**src/rtl/masked_rand_source.sv**
```systemverilog
// -----------------------------------------------------------------------------
// masked_rand_source
//
// Randomness source for a masked (d-share) multiplier. A 64-bit Fibonacci
// LFSR is advanced RAND_BITS steps per cycle; the output bits of one such
// "advance" form a randomness word that is split into the blinding values
// R_{i,j} (out_r) and the correction values P_{i,j} (out_p).
//
// After a seed is loaded the LFSR runs WARMUP_CYCLES advances on its own
// before the first word is offered. In RUN the current word is held until
// the consumer takes it with in_next, so every word is consumed once.
//
// Ports
//   in_clock      : clock, all state changes on the rising edge
//   in_reset      : synchronous reset, active low
//   in_seed       : 64-bit LFSR seed (zero is replaced by 1)
//   in_seed_valid : load in_seed this cycle (any state)
//   in_next       : consumer took the current word, advance to the next one
//   out_r         : NUM_QUAD x BIT_WIDTH blinding randomness
//   out_p         : NUM_QUAD x BIT_WIDTH correction randomness
//   out_valid     : out_r/out_p hold fresh, unconsumed randomness
//   out_seeded    : a seed has been loaded since reset
// -----------------------------------------------------------------------------
module masked_rand_source #(
  parameter int NUM_SHARES    = 2,
  parameter int BIT_WIDTH     = 1,
  parameter int WARMUP_CYCLES = 8,
  localparam int NUM_QUAD     = NUM_SHARES * (NUM_SHARES - 1) / 2,
  localparam int HALF_BITS    = NUM_QUAD * BIT_WIDTH,
  localparam int RAND_BITS    = 2 * HALF_BITS
) (
  input  logic                 in_clock,
  input  logic                 in_reset,
  input  logic [63:0]          in_seed,
  input  logic                 in_seed_valid,
  input  logic                 in_next,
  output logic [HALF_BITS-1:0] out_r,
  output logic [HALF_BITS-1:0] out_p,
  output logic                 out_valid,
  output logic                 out_seeded
);

  // ---------------------------------------------------------------------------
  // Elaboration-time parameter checks
  // ---------------------------------------------------------------------------
  generate
    if (NUM_SHARES < 2) begin : g_bad_shares
      $error("masked_rand_source: NUM_SHARES must be >= 2");
    end
    if (WARMUP_CYCLES < 1) begin : g_bad_warmup
      $error("masked_rand_source: WARMUP_CYCLES must be >= 1");
    end
    if (RAND_BITS > 64) begin : g_bad_width
      $error("masked_rand_source: RAND_BITS must be <= 64");
    end
  endgenerate

  // Counter only has to reach WARMUP_CYCLES-1; keep at least one bit.
  localparam int CNT_W = (WARMUP_CYCLES > 1) ? $clog2(WARMUP_CYCLES) : 1;
  localparam logic [CNT_W-1:0] CNT_LAST = CNT_W'(WARMUP_CYCLES - 1);

  typedef enum logic [1:0] {
    ST_IDLE   = 2'd0,
    ST_WARMUP = 2'd1,
    ST_RUN    = 2'd2
  } state_t;

  state_t               state;
  state_t               state_next;

  logic [63:0]          lfsr;
  logic [RAND_BITS-1:0] word;
  logic [CNT_W-1:0]     warm_cnt;

  logic [63:0]          lfsr_adv;
  logic [RAND_BITS-1:0] word_adv;
  logic                 cnt_last;
  logic                 do_advance;
  logic [63:0]          seed_eff;

  assign cnt_last = (warm_cnt == CNT_LAST);

  // An all-zero state would lock the LFSR at zero forever.
  assign seed_eff = (in_seed == 64'd0) ? 64'd1 : in_seed;

  // ---------------------------------------------------------------------------
  // FSM: state register
  // ---------------------------------------------------------------------------
  // NOTE: sequential state uses non-blocking (<=) so every register samples
  // the pre-edge values of the others; blocking here would create order-
  // dependent simulation and mismatch against synthesis.
  always_ff @(posedge in_clock) begin
    if (!in_reset) begin
      state <= ST_IDLE;
    end else begin
      state <= state_next;
    end
  end

  // ---------------------------------------------------------------------------
  // FSM: next-state logic. A seed load restarts warm-up from any state.
  // ---------------------------------------------------------------------------
  // NOTE: every combinational output gets a default before the case so no
  // path leaves it unassigned, which would infer a latch.
  always_comb begin
    state_next = state;
    if (in_seed_valid) begin
      state_next = ST_WARMUP;
    end else begin
      unique case (state)
        ST_IDLE:   state_next = ST_IDLE;
        ST_WARMUP: if (cnt_last) state_next = ST_RUN;
        ST_RUN:    state_next = ST_RUN;
        default:   state_next = ST_IDLE;
      endcase
    end
  end

  // ---------------------------------------------------------------------------
  // FSM: outputs, decoded from the registered state only.
  // ---------------------------------------------------------------------------
  always_comb begin
    out_valid  = (state == ST_RUN);
    out_seeded = (state != ST_IDLE);
  end

  // ---------------------------------------------------------------------------
  // Advance control: warm-up advances every cycle, RUN only on a handshake.
  // A seed load in the same cycle wins over any advance.
  // ---------------------------------------------------------------------------
  always_comb begin
    do_advance = 1'b0;
    if (!in_seed_valid) begin
      do_advance = (state == ST_WARMUP) || ((state == ST_RUN) && in_next);
    end
  end

  // ---------------------------------------------------------------------------
  // Unrolled LFSR: RAND_BITS single steps chained within one cycle.
  // Step k feeds back s[63]^s[62]^s[60]^s[59] and that bit becomes word[k].
  // ---------------------------------------------------------------------------
  always_comb begin
    logic fb;
    lfsr_adv = lfsr;
    word_adv = '0;
    fb       = 1'b0;
    for (int k = 0; k < RAND_BITS; k++) begin
      fb          = lfsr_adv[63] ^ lfsr_adv[62] ^ lfsr_adv[60] ^ lfsr_adv[59];
      word_adv[k] = fb;
      lfsr_adv    = {lfsr_adv[62:0], fb};
    end
  end

  // ---------------------------------------------------------------------------
  // Datapath registers
  // ---------------------------------------------------------------------------
  // NOTE: the output word is reset along with the LFSR so that no stale
  // randomness from a previous session is visible on out_r/out_p after reset.
  always_ff @(posedge in_clock) begin
    if (!in_reset) begin
      lfsr     <= 64'd0;
      word     <= '0;
      warm_cnt <= '0;
    end else if (in_seed_valid) begin
      lfsr     <= seed_eff;
      warm_cnt <= '0;
    end else if (do_advance) begin
      lfsr <= lfsr_adv;
      word <= word_adv;
      if ((state == ST_WARMUP) && !cnt_last) begin
        warm_cnt <= warm_cnt + 1'b1;
      end
    end
  end

  // Lower half carries R, upper half carries P; element i sits at
  // bits [i*BIT_WIDTH +: BIT_WIDTH] of each half.
  assign out_r = word[HALF_BITS-1:0];
  assign out_p = word[RAND_BITS-1:HALF_BITS];

endmodule

```
**config.mk**
```make
export PLATFORM = sky130hd
export DESIGN_NAME = masked_rand_source
export DESIGN_NICKNAME = d
export VERILOG_FILES = /design/src/rtl/masked_rand_source.sv
export SDC_FILE = /design/constraint.sdc
export NUM_CORES = 1
export LEC_CHECK = 0
export ABC_AREA = 1
export CORE_AREA = 2 2 88 90
export CTS_BUF_LIST = sky130_fd_sc_hd__clkbuf_8 sky130_fd_sc_hd__clkbuf_16
export DETAILED_ROUTE_END_ITERATION = 16
export DIE_AREA = 0 0 90 92
export HOLD_SLACK_MARGIN = 0.03
export PLACE_DENSITY = 0.73
export SETUP_SLACK_MARGIN = 0.05
export SYNTH_ARGS = -nofsm -noshare
export SYNTH_HDL_FRONTEND = slang
export SYNTH_SLANG_ARGS = --single-unit
```
**constraint.sdc**
```tcl
create_clock -name in_clock -period 1.5 [get_ports in_clock]
set_input_delay 0.375 -clock in_clock [delete_from_list [all_inputs] [get_ports in_clock]]
set_output_delay 0.375 -clock in_clock [all_outputs]
set_load 0.005 [all_outputs]
```
==> results of run 1 <==
[layer usage]
metal,share of wire [%],GRT usage [%],routed length (µm),vias up
met5,0,0,0,-
met3,6.5,4.44,644,12
met1,42,28.8,4160,1633
li1,-,-,-,1749
met2,50,40.0,5010,137
met4,1.5,8.97,154,0
[cell type report]
class / instances / share of cell area (%)
multi-input combinational: 352 / 35.9
sequential: 71 / 29.2
timing repair buffer: 128 / 26.2
clock buffer: 10 / 2.80
tap: 102 / 2.60
clock inverter: 6 / 1.71
inverter: 16 / 1.68
[worst max-delay path by stage]
stage                          startpoint                     to  slack, ps  cells past startpoint
floorplan           state[0]$_SDFFE_PN0P_  lfsr[15]$_SDFFE_PN0P_         90                      8
global placement                  in_next   lfsr[0]$_SDFFE_PN0P_       -210                      9
detailed placement                in_next   lfsr[0]$_SDFFE_PN0P_       -250                      9
CTS                 state[0]$_SDFFE_PN0P_             out_seeded        -60                      4
global route        state[0]$_SDFFE_PN0P_   lfsr[0]$_SDFFE_PN0P_       -110                     10
finish              state[0]$_SDFFE_PN0P_  lfsr[13]$_SDFFE_PN0P_        -50                      8
[critical path: stages, from the launching register on]
cell	delay [ps]
dfxtp_4	370
buf_6	100
ha_4	130
inv_4	50
a21oi_4	290
inv_2	90
buf_4	190
nor2_1	140
nor3_1	70
[metrics by stage]
step                TNS [ps]  std cells  util [%]
finish                  -219        685      65.9
global route           -4050        685      65.9
CTS                     -174        682      62.8
detailed placement    -13190        659      57.7
global placement      -11660        659      57.7
floorplan                  0        464         -
[placed cells by master (no fill, tap or decap), drive strengths merged]
cell and count:
nor2 75, dlygate4sd2 2, clkdlybuf4s50 66, dfxtp 71, a211oi 2, xnor2 3, nor3 15, nand2 171
clkinv 5, buf 57, o21ai 20, nand3 3, xor2 2, ha 5, a31oi 46, or2 1
a21oi 9, clkbuf 13, inv 15, bufinv 2
[power breakdown]
| part | internal, mW | switching [mW] |
|---|---|---|
| combinational | 0.470 | 0.411 |
| sequential | 2.01 | 0.0856 |
| clock | 0.976 | 0.740 |
[state kept, by name (all words and copies together), names as in the netlist]
name	cells
state	2
lfsr	64
word	2
warm_cnt	3
[kinds of logic (layout without fill, tap and decap cells)]
group	Yosys count	count (layout)
flip-flops	71	71
XOR/XNOR	5	5
AO/OA/AOI/OAI	77	77
AND/OR/NAND/NOR	265	265
buffers and inverters	41	160
adder cells (fa/ha/maj)	5	5
[repair_timing]
item / 4_1_cts / 5_1_grt
pin swaps: 4 / 11
setup buffers: 4 / 2
resized for setup: 26 / 53
setup endpoints to repair: 64 / 72
cloned: 3 / 3
==> out/metrics.csv, run 1 <==
stage;metric;value;unit
outcome;status;finished, violations left;
outcome;violations;negative setup slack;
sta;maxSlewViolCount;0;
critical_path;cp.required;1720;ps
logic_synthesis;avgSynthCellArea;6.93;µm²
die;die_w;90;µm
place;place_hpwl;6050;µm
logic_synthesis;ys_warn_count;0;
layout;diodes;0;
sta;hold_violations;0;
power_and_ir_drop;ir_drop;0.473;mV
grt;grt_pass1_vias;3473;
place;place_ws;-249;ps
power_and_ir_drop;p_leak;1.98;nW
layout;drive_gt1_share;20.6;%
routing;drc;0;
grt;overflow;0;
logic_synthesis;syn_area;0.00322;mm²
sta;setup_viol;18;
layout;nNetsFinal;651;
logic_synthesis;synth_cells;464;
critical_path;start_kind;register;
layout;fillers;663;
grt;antenna_found_initial;0;
clocking;cts_tree;yes;
die;rows;32;
logic_synthesis;synth_compound_area_share;14.0;%
grt;track_usage;23.2;%
die;start_util;43.2;%
min_path;min_from;lfsr[31]$_SDFFE_PN0P_;
logic_synthesis;yosysTopAreaCell;dfxtp_1;
clocking;clockRootBuffer;clkbuf_8;
logic_synthesis;synth_fa_ha_area_share;1.95;%
routing;first_pass_iters;4;
routing;vias_per_cell;5.15;
routing;vias;3531;
die;coreArea;0.00745;mm²
sta;slew_headroom;79.2;%
critical_path;crit_type;reg2reg;
sta;rsz0062_at_grt;yes;
critical_path;r2r_slack;-50;ps
clocking;cts_sinks;71;
logic_synthesis;synth_top_area_share;44.2;%
layout;regArea;0.00143;mm²
critical_path;critPathArrivalTime;1780;ps
logic_synthesis;synthSimpleGateAreaFrac;32.1;%
logic_synthesis;synth_flop_cell;dfxtp_1;
logic_synthesis;seq_area_frac_synth;44.2;%
logic_synthesis;synth_seq_cells;71;
sta;tightest_slew;310;ps
clocking;hold_buffers;0;
logic_synthesis;synth_xor_xnor_area_share;1.36;%
critical_path;reg2regPathDepth;8;
run;cap_violations;0;
grt;grt_max_degree;28;
logic_synthesis;synth_cell_types;24;
logic_synthesis;synthTopCellsByArea;dfxtp_1, nand2_1, a31oi_1;
routing;drt_iter0_markers;288;
power_and_ir_drop;p_per_area;956;mW/mm²
sta;hold_ws;478;ps
critical_path;critPathMaxFanout;10;
logic_synthesis;synth_top_family_by_area;simple AND/OR/NAND/NOR gates;
clocking;numCtsBuffers;9;
sta;finClkSkew;7.64;ps
logic_synthesis;ys_async_sr_fraction;0;%
clocking;clk_pin_slew;80;ps
layout;multi_input_area;0.00176;mm²
routing;wirelength;9970;µm
die;die_h;92;µm
critical_path;cp-end-kind;register;
routing;routedWlPerCell;14.6;µm
place;dpl-instance-area;0.00430;mm²
min_path;hold_path_class;reg2reg;
grt;grt_pass1_wl;15900;µm
sta;setup_ws;-52.7;ps
logic_synthesis;yosysMostFrequentCell;nand2_1;
critical_path;reg2reg_from;state[0]$_SDFFE_PN0P_;
place;gp_congestion;0.789;
die;pin_count;72;
die;dieArea;0.00828;mm²
logic_synthesis;synth_nets;537;
clocking;clk_path_buf_depth;2;
sta;period_share;104;%
sta;fin_crit;1550;ps
layout;final_area;0.00491;mm²
sta;max_freq;0.644;GHz
clocking;h-tree-depth;3;
min_path;hold_depth;2;
power_and_ir_drop;power.total;4.69;mW
logic_synthesis;synth-edff-count;0;
routing;drtAntennaViolNets;0;
logic_synthesis;synth.area.mux_share;0;%
critical_path;r2r-end;lfsr[13]$_SDFFE_PN0P_;
clocking;insertion_delay;340;ps
place;port_buffers;71;
logic_synthesis;synth_common_cells;nand2_1, nor2_1, dfxtp_1, a31oi_1, o21ai_0;
min_path;whs_endpoint;lfsr[33]$_SDFFE_PN0P_;
layout;area_delta_synth_final;52.6;%
Note: power is estimated with default switching activity, not from simulation.
==> run 2, diff against run 1 <==
- SLEW_MARGIN: unset -> 0
==> results of run 2 <==
The final DEF is identical to that of run 1; final timing and power are the same.
